===== config.mk =====
export PLATFORM = sky130hd
export DESIGN_NAME = fifo_wr_arbiter
export DESIGN_NICKNAME = d
export VERILOG_FILES = /design/src/rtl/fifo_arb_pkg.sv /design/src/rtl/fifo_wr_arbiter_rr_pick.sv /design/src/rtl/fifo_wr_arbiter.sv
export SDC_FILE = /design/constraint.sdc
export NUM_CORES = 1
export LEC_CHECK = 0
export BUFFER_PORTS_ARGS = -buffer_cell sky130_fd_sc_hd__buf_2
export CORE_AREA = 3 3 54 61
export CTS_CLUSTER_DIAMETER = 100
export DETAILED_ROUTE_END_ITERATION = 12
export DIE_AREA = 0 0 57 64
export PLACE_DENSITY = 0.83
export SLEW_MARGIN = 20
export SYNTH_ARGS = -nofsm -noshare
export SYNTH_HDL_FRONTEND = slang
export SYNTH_SLANG_ARGS = --single-unit

===== constraint.sdc =====
create_clock -name clk -period 3.31 [get_ports clk]
set_input_delay 0.331 -clock clk [delete_from_list [all_inputs] [get_ports clk]]
set_output_delay 0.331 -clock clk [all_outputs]
set_load 0.05 [all_outputs]

===== src/rtl/fifo_arb_pkg.sv =====
// -----------------------------------------------------------------------------
// fifo_arb_pkg
// Shared definitions for the FIFO write-port arbiter and the FIFO instance it
// feeds: arbiter state encoding, default word width and depth, and the width
// helper for the occupancy counter.
// -----------------------------------------------------------------------------
package fifo_arb_pkg;

   typedef enum logic {
      IDLE  = 1'b0,
      BURST = 1'b1
   } arb_state_e;

   // Defaults shared with the FIFO instance so both agree on geometry.
   localparam int DEF_DATA_W     = 8;
   localparam int DEF_FIFO_DEPTH = 16;

   // The occupancy counter must represent 0..depth inclusive.
   function automatic int occ_width(input int depth);
      return $clog2(depth) + 1;
   endfunction

endpackage


===== src/rtl/fifo_wr_arbiter_rr_pick.sv =====
// -----------------------------------------------------------------------------
// rr_pick
// Combinational round-robin picker. Finds the first asserted request at or
// after ptr_i, wrapping cyclically.
//
// Ports:
//   req_i    in   N      request vector
//   ptr_i    in   PW     round-robin start position (0..N-1)
//   valid_o  out  1      at least one request is asserted
//   idx_o    out  PW     index of the chosen requester
// -----------------------------------------------------------------------------
module rr_pick #(
   parameter int N  = 4,
   parameter int PW = $clog2(N)
) (
   input  logic [N-1:0]  req_i,
   input  logic [PW-1:0] ptr_i,
   output logic          valid_o,
   output logic [PW-1:0] idx_o
);

   logic [N-1:0] rot;
   int           pos;

   // Rotate so ptr_i lands at bit 0, take the lowest set bit, rotate back.
   // NOTE: every always_comb output gets a default first; a path that skips an
   // assignment would otherwise infer a latch.
   always_comb begin
      rot     = '0;
      pos     = 0;
      valid_o = 1'b0;
      idx_o   = '0;
      for (int i = 0; i < N; i++) begin
         rot[i] = req_i[(i + int'(ptr_i)) % N];
      end
      for (int i = N - 1; i >= 0; i--) begin
         if (rot[i]) pos = i;
      end
      valid_o = |rot;
      idx_o   = PW'((pos + int'(ptr_i)) % N);
   end

endmodule


===== src/rtl/fifo_wr_arbiter.sv =====
// -----------------------------------------------------------------------------
// fifo_wr_arbiter
// Round-robin arbiter letting NUM_REQ producers share one FIFO write port in
// bursts of at most MAX_BURST words. Tracks FIFO occupancy itself (writes from
// W_en, reads from R_en) so it never waits on the FIFO's late Full flag.
// Arbitration takes one IDLE cycle; writes happen only in BURST.
//
// Ports:
//   clk        in   1                 rising-edge clock
//   rst        in   1                 asynchronous active-low reset
//   req        in   NUM_REQ           per-producer word valid
//   req_data   in   NUM_REQ*DATA_W    producer words, slice i = [i*DATA_W +: DATA_W]
//   gnt        out  NUM_REQ           one-hot: producer's word written this cycle
//   W_en       out  1                 FIFO write enable
//   W_data     out  DATA_W            FIFO write data (0 when W_en=0)
//   R_en       in   1                 consumer read strobe (same as to the FIFO)
//   occupancy  out  clog2(DEPTH)+1    words currently held by the FIFO
//   arb_full   out  1                 occupancy == FIFO_DEPTH
//   arb_empty  out  1                 occupancy == 0
//
// Build option: define FIFO_ARB_BURST_RESERVE_EN to grant from IDLE only when
// a full MAX_BURST of free space exists, so granted bursts never stall.
// -----------------------------------------------------------------------------
module fifo_wr_arbiter
   import fifo_arb_pkg::*;
#(
   parameter int NUM_REQ    = 4,
   parameter int DATA_W     = DEF_DATA_W,
   parameter int FIFO_DEPTH = DEF_FIFO_DEPTH,
   parameter int MAX_BURST  = 4
) (
   input  logic                                clk,
   input  logic                                rst,
   input  logic [NUM_REQ-1:0]                  req,
   input  logic [NUM_REQ*DATA_W-1:0]           req_data,
   output logic [NUM_REQ-1:0]                  gnt,
   output logic                                W_en,
   output logic [DATA_W-1:0]                   W_data,
   input  logic                                R_en,
   output logic [occ_width(FIFO_DEPTH)-1:0]    occupancy,
   output logic                                arb_full,
   output logic                                arb_empty
);

   localparam int OCC_W = occ_width(FIFO_DEPTH);
   localparam int PTR_W = $clog2(NUM_REQ);
   localparam int BCW   = $clog2(MAX_BURST + 1);

   localparam logic [OCC_W-1:0] DEPTH_C   = OCC_W'(FIFO_DEPTH);
   localparam logic [BCW-1:0]   LAST_BEAT = BCW'(MAX_BURST - 1);
   localparam logic [PTR_W-1:0] LAST_REQ  = PTR_W'(NUM_REQ - 1);

   arb_state_e       state_q, state_d;
   logic [PTR_W-1:0] owner_q, owner_d;
   logic [PTR_W-1:0] rr_ptr_q, rr_ptr_d;
   logic [BCW-1:0]   burst_cnt_q, burst_cnt_d;
   logic [OCC_W-1:0] occ_q, occ_d;

   logic             space;
   logic             grant_ok;
   logic             rd_eff;
   logic             pick_valid;
   logic [PTR_W-1:0] pick_idx;
   logic [PTR_W-1:0] owner_next;

   assign space = (occ_q < DEPTH_C);

`ifdef FIFO_ARB_BURST_RESERVE_EN
   // Free space >= MAX_BURST, rewritten to avoid an unsigned subtraction.
   localparam logic [OCC_W-1:0] RESERVE_LIMIT = OCC_W'(FIFO_DEPTH - MAX_BURST);
   assign grant_ok = (occ_q <= RESERVE_LIMIT);
`else
   assign grant_ok = space;
`endif

   // A read at zero occupancy is ignored so the counter cannot wrap.
   assign rd_eff     = R_en && (occ_q != '0);
   assign owner_next = (owner_q == LAST_REQ) ? '0 : owner_q + PTR_W'(1);

   rr_pick #(
      .N  (NUM_REQ),
      .PW (PTR_W)
   ) u_pick (
      .req_i   (req),
      .ptr_i   (rr_ptr_q),
      .valid_o (pick_valid),
      .idx_o   (pick_idx)
   );

   // Next-state and write-port outputs; gnt/W_en/W_data are combinational so a
   // word is written in the same cycle the producer presents it.
   always_comb begin
      state_d     = state_q;
      owner_d     = owner_q;
      rr_ptr_d    = rr_ptr_q;
      burst_cnt_d = burst_cnt_q;
      gnt         = '0;
      W_en        = 1'b0;
      W_data      = '0;

      unique case (state_q)
         IDLE: begin
            if (pick_valid && grant_ok) begin
               owner_d     = pick_idx;
               burst_cnt_d = '0;
               state_d     = BURST;
            end
         end

         BURST: begin
            if (req[owner_q] && space) begin
               gnt[owner_q] = 1'b1;
               W_en         = 1'b1;
               W_data       = req_data[int'(owner_q)*DATA_W +: DATA_W];
               burst_cnt_d  = burst_cnt_q + BCW'(1);
               if (burst_cnt_q == LAST_BEAT) begin
                  state_d  = IDLE;
                  rr_ptr_d = owner_next;
               end
            end else if (!req[owner_q]) begin
               state_d  = IDLE;
               rr_ptr_d = owner_next;
            end
            // req held with no space: stall, burst_cnt unchanged.
         end

         default: state_d = IDLE;
      endcase
   end

   always_comb begin
      occ_d = occ_q;
      if (W_en && !rd_eff) begin
         occ_d = occ_q + OCC_W'(1);
      end else if (!W_en && rd_eff) begin
         occ_d = occ_q - OCC_W'(1);
      end
   end

   // NOTE: state registers use non-blocking assignments so every flop samples
   // pre-edge values regardless of process ordering.
   always_ff @(posedge clk or negedge rst) begin
      if (!rst) begin
         state_q     <= IDLE;
         owner_q     <= '0;
         rr_ptr_q    <= '0;
         burst_cnt_q <= '0;
         occ_q       <= '0;
      end else begin
         state_q     <= state_d;
         owner_q     <= owner_d;
         rr_ptr_q    <= rr_ptr_d;
         burst_cnt_q <= burst_cnt_d;
         occ_q       <= occ_d;
      end
   end

   assign occupancy = occ_q;
   assign arb_full  = (occ_q == DEPTH_C);
   assign arb_empty = (occ_q == '0);

endmodule


* Yosys cells after proc, flatten, opt, wreduce, memory -nomap -nowiden *
Index checks and enable logic that the tools add are counted.
Widths: inputs -> output; s select.

storage, ports and cells
  flip-flop bits (word level) = 13
  input port bits = 39
  output and inout port bits = 20
  word-level logic and storage cells = 89

cells by class
  add/sub/neg operators = 8
  $lt $le $gt $ge = 7
  equal/unequal tests = 7
  shifts and indexed selects = 1
  muxes and demuxes = 39
  bitwise gates (word level) = 4
  reduce and logical (&&, ||, !) cells = 18

operator list
  kind                 number
  $shiftx 32x6->8      1
  $mux 2               8
  $mux 8               2
  $mux 1               15
  $lt 3x4->1 const B   3
  $bmux 1 s2           5
  $mux 5               2
  $mux 4               2
  $logic_and 1x1->1    6
  $lt 2x3->1 const B   2
  $mux 3               2
  $ne 2x1->1 const B   3
  $pmux 3 s2           1
  $reduce_or 2->1      3
  $add 5x1->5 const B  1
  $eq 5x5->1 const B   1
  $logic_not 5->1      1
  $lt 5x5->1 const B   1
  $reduce_bool 5->1    1
  $sub 5x1->5 const B  1
  $add 2x2->2 const A  2
  $reduce_and 2->1     2
  $reduce_or 4->1      1
  $add 3x1->3 const B  1
  other kinds (14)     17

* Depth between registers and ports, before layout *
  word-level depth = 11
  depth in mapped cells = 11
  gate-level depth less buffers = 9

* Cells and area by module *
Synthesis repeated with hierarchy kept, for this count alone.

unflattened totals
  cell total of the unflattened synthesis = 138
  area total of the unflattened synthesis = 1328.8 um^2

modules (own cells, without submodules)
  module           times used  cells an instance  area an instance (um^2)
  fifo_wr_arbiter  1           113                1162.4
  rr_pick          1           25                 166.4

* Worst setup path before layout *
OpenSTA, ideal clock, no wires.

  path type = register to register
  from = reg occ_q[4] (netlist: occupancy[4])
  to = reg occ_q[4] (netlist: occupancy[4])
  library setup time = 80 ps
  arrival = 2637 ps
  required time = 3230 ps
  slack = 593 ps
  cell stages (with the launch flop) = 12
  path buffers = 2
  path through = dfrtp_1 clkbuf_1 inv_1 and3_4 buf_6 ha_1 inv_1 ha_1 a21o_1 a21oi_1 mux2i_1 xnor2_1

on the way
  longest elaborated chain between the ends = 7

RTL lines
  element                      line                    text
  start: declaration           fifo_wr_arbiter.sv:57   logic [OCC_W-1:0] occ_q, occ_d;
  start signal: assignment     fifo_wr_arbiter.sv:148  occ_q <= '0;
  start signal: assignment     fifo_wr_arbiter.sv:154  occ_q <= occ_d;
  $lt 5x5->1 *                 fifo_wr_arbiter.sv:66   assign space = (occ_q < DEPTH_C);
  $logic_and 1x1->1 *          fifo_wr_arbiter.sv:111  if (req[owner_q] && space) begin
  $mux 1 *                     fifo_wr_arbiter.sv:111
  $mux 1 *                     fifo_wr_arbiter.sv:101  unique case (state_q)
  named net W_en               fifo_wr_arbiter.sv:37   output logic W_en,
  $logic_not 1->1              fifo_wr_arbiter.sv:135  end else if (!W_en && rd_eff) begin
  $logic_and 1x1->1            fifo_wr_arbiter.sv:135
  $reduce_bool 2->1 (no line)  -

Mark *: on every way through the listed nets, which the timed path passes. The rest lies on a longest branch. The select of a mux whose other input is x is not followed.
A chain may end at the register's enable or synchronous reset.

* Worst setup path after layout *
  from = reg owner_q[1]
  to = reg occ_q[4] (netlist: occupancy[4])

on the way
  longest elaborated chain between the ends = 8

RTL lines
  element                         line                    text
  start: declaration              fifo_wr_arbiter.sv:54   logic [PTR_W-1:0] owner_q, owner_d;
  start signal: assignment        fifo_wr_arbiter.sv:151  owner_q <= owner_d;
  $bmux 1 s2 *                    fifo_wr_arbiter.sv:111
  $mux 1 (implied by the code) *  fifo_wr_arbiter.sv:111
  $logic_and 1x1->1 *             fifo_wr_arbiter.sv:111
  $mux 1 *                        fifo_wr_arbiter.sv:111
  $mux 1 *                        fifo_wr_arbiter.sv:101
  $logic_not 1->1                 fifo_wr_arbiter.sv:135
  $logic_and 1x1->1               fifo_wr_arbiter.sv:135
  $reduce_bool 2->1 (no line)     -

Mark *: on every way between the ends. The rest lies on a longest branch, timed or not. The select of a mux whose other input is x is not followed.

==> qor.csv <==
stage,metric,value,unit
yosys,#FFs+latches synth,13,
yosys,Post-Syn Area,1280,um^2
finish,fraction of layout cells with a size suffix above 1,41.5,%
setup_path,r2r worst-path depth,9,
floorplan,die height,64,um
cts,CTS sink count,13,
detailed_routing,DR WL/cell,13.5,um
global_route,met1 GRT Util,19.9,%
detailed_routing,drt initial violations,21,
floorplan,core area,2750,um^2
global_route,GRT met3 Usage,4.85,%
yosys,Mapped Cells,135,
setup_path,Critical R2R Capture,occupancy[4],
hold_path,Tightest Hold Check Type,in2async,
global_route,first-pass GRT wire length,4970,um
finish,synth-to-layout area growth,26.5,%
global_route,initial antenna violation count,0,
floorplan,Starting Density,46.4,%
yosys,Synth area leader,dfrtp_1,
timing,fin crit share,82.8,%
finish,post-layout util,58.7,%
pwr,Worst VDD drop,0.532,mV
placed_design,Port Buf Inserts,58,
floorplan,I/O pin count,59,
finish,Filler cells,254,
floorplan,FP Rows,20,
setup_path,worst r2r src,owner_q[1],
timing,setup tns final,0,ns
detailed_routing,drc violations,0,
detailed_routing,drt first pass iters,5,
setup_path,worst path cell trace,mux4_2 -> and3_4 -> ha_1 -> inv_1 -> ha_1 -> a21o_1 -> a21oi_1 -> mux2i_1 -> xnor2_1,
setup_path,R2R Setup Slk,0.57,ns
setup_path,WP data required,3.51,ns
placed_design,HPWL after detailed placement,2470,um
detailed_routing,vias,1218,
global_route,GRT Util Overall,16.6,%
status,status,"complete, no violations",
detailed_routing,via/cell ratio,5.39,
timing,RSZ-0062 raised after global routing,false,
yosys,synth unique cells,34,
setup_path,Critical Path Fanout Max,14,
finish,layout net count,246,
global_route,GRT overflow,0,
cts,number of gates resized after cts,0,
timing,Least-Margin Pin Slew,0.365,ns
global_route,pin count of the biggest net entering global routing,15,
timing,fin crit period,2.74,ns
global_route,vias in the first global route,1165,
finish,Multi-input gate area,871,um^2
pwr,P per Cell Area,947,nW/um^2
finish,Storage cell area,325,um^2
timing,Slew Limit Fails,0,
job,max cap viols,0,
timing,final setup fails,0,
timing,final worst clock skew,0.00728,ns
setup_path,Crit path arrival time,2.94,ns
cts,Clock Path Buffers,2,
yosys,synth warn,0,
yosys,Yosys top cell area share,25.5,%
global_route,gr busiest metal,met2,
setup_path,"Top cell by count, worst path",ha_1,
floorplan,Die W,57,um
setup_path,Worst path slowest cell,mux4_2,
setup_path,Critical Path Max Stage Delay,0.59,ns
setup_path,CP endpoint kind,flop,
floorplan,die area,3650,um^2
cts,Root Driver,clkbuf_4,
timing,Hold WS,0.463,ns
yosys,Avg Inst Size Synth,9.46,um^2
detailed_routing,remaining antenna violation count,0,
yosys,dominant cells by area after synthesis,"dfrtp_1, mux4_2, ha_1, and2_1, nand2_1",
cts,CTS Buf Count,3,
global_route,grt met2 use,28.9,%
yosys,share of the yosys chip area belonging to registers,25.5,%
timing,Final Hold Fails,0,
setup_path,startpoint types,flop,
timing,Max Clk Rate,365,MHz
finish,n_diodes,0,
setup_path,critical path class,reg2reg,
cts,CTS tree,done,
detailed_routing,final WL,3040,um
placed_design,gp weighted congestion,0.814,
cts,Worst-path clk slew,0.09,ns
timing,Max-Slew Margin vs Limit,75.5,%
cts,H-tree lvl count,1,
cts,clk_lat worst skew,0.28,ns
pwr,Pleak,0.000818,uW
yosys,syn_nets,187,
[metal layers]
metal	part of all wire [%]	up-vias	routed length (um)
met5	0	-	0
met4	0.92	0	28
met3	11	6	344
met2	47	62	1430
met1	41	562	1240
li1	-	588	-
[flip-flops by register name, summed over array words and instances (netlist names)]
| signal | flops |
|---|---|
| rr_ptr_q | 2 |
| owner_q | 2 |
| burst_cnt_q | 3 |
| state_q | 1 |
| occupancy | 5 |
[cell usage after synthesis]
| cell | number |
|---|---|
| dfrtp_1 | 13 |
| nand2_1 | 13 |
| and2_1 | 12 |
| ha_1 | 12 |
| inv_1 | 10 |
| nor2_1 | 10 |
| mux4_2 | 9 |
| o21ai_0 | 9 |
| a21oi_1 | 8 |
| mux2_2 | 4 |
| xnor2_1 | 4 |
| clkbuf_1 | 3 |
| nor2b_1 | 3 |
| buf_2 | 2 |
| buf_6 | 2 |
| mux2i_1 | 2 |
| xor2_1 | 2 |
| a211oi_1 | 1 |
| a21o_1 | 1 |
| a31oi_1 | 1 |
| a32oi_1 | 1 |
| and2_4 | 1 |
| and3_4 | 1 |
| fa_1 | 1 |
| nand2b_1 | 1 |
| nand3_1 | 1 |
| nor3_1 | 1 |
| nor4_1 | 1 |
| o21ai_2 | 1 |
| o21bai_1 | 1 |
| o22ai_1 | 1 |
| or2_2 | 1 |
| or3_1 | 1 |
| or4_1 | 1 |
[placed cells by master, fill, tap and decap left out, drive strengths merged]
master / instances
mux4: 9
xnor2: 4
nor2: 10
a21oi: 8
and2: 13
nor3: 1
nor2b: 3
or3: 1
o21ai: 10
xor2: 2
or2: 1
a32oi: 1
clkbuf: 4
a31oi: 1
fa: 1
ha: 12
a211oi: 1
mux2i: 2
nand3: 1
dfrtp: 13
dlygate4sd3: 1
o22ai: 1
a21o: 1
or4: 1
inv: 10
buf: 60
mux2: 4
nand2b: 1
and3: 1
nand2: 13
nor4: 1
o21bai: 1
[through the flow]
step | area (um^2) | setup slack, ns | cells | power, uW
3_3_place_gp | 1580 | 0.611 | 221 | 1410
4_1_cts | 1620 | 0.585 | 226 | 1540
2_1_floorplan | 1280 | 0.593 | 135 | 1200
3_5_place_dp | 1580 | 0.508 | 221 | 1430
6_report | 1620 | 0.571 | 226 | 1530
5_1_grt | 1620 | 0.428 | 226 | 1650
[kinds of logic after synthesis]
| group | Yosys count | share of synthesized area (%) |
|---|---|---|
| simple gates | 47 | 19.0 |
| compound gates | 24 | 10.8 |
| buf+inv | 17 | 6.37 |
| mux | 15 | 21.0 |
| fa+ha+maj | 13 | 13.3 |
| flops | 13 | 25.5 |
| xor+xnor | 6 | 4.11 |
[worst max-delay path, delay by kind of cell (launching register included)]
family          cells  cell delay [ns]
compound gates      2             0.38
xor+xnor            1             0.14
fa+ha+maj           2             0.53
buf+inv             1             0.15
flops               1             0.37
mux                 2             0.83
simple gates        1             0.27
[area by class of cell]
class,count,share of cell area [%]
sequential,13,20.1
clock buffer,4,1.63
inverter,10,2.32
tap,33,2.55
timing repair buffer,61,19.5
multi-input combinational,105,53.9
[report_power, final]
part / leakage [uW] / switching (uW) / internal, uW
sequential: 0.000160 / 101 / 238
clock: 0.0000150 / 53.7 / 46.7
combinational: 0.000643 / 653 / 439
total: 0.000818 / 808 / 723
[how the worst max path moves through the flow]
| stage | start | to | slack (ns) | cells past startpoint |
|---|---|---|---|---|
| floorplan | occupancy[4] | occupancy[4] | 0.59 | 11 |
| global placement | req[0] | occupancy[4] | 0.61 | 10 |
| detailed placement | req[0] | occupancy[4] | 0.51 | 10 |
| CTS | owner_q[1] | occupancy[4] | 0.59 | 9 |
| global route | owner_q[1] | occupancy[4] | 0.43 | 9 |
| finish | owner_q[1] | occupancy[4] | 0.57 | 9 |
[what timing repair did]
action,4_1_cts,5_1_grt
setup buffers,0,0
hold buffers,1,0
endpoints found under the hold margin,13,0
Power figures use the tool's default switching activity.
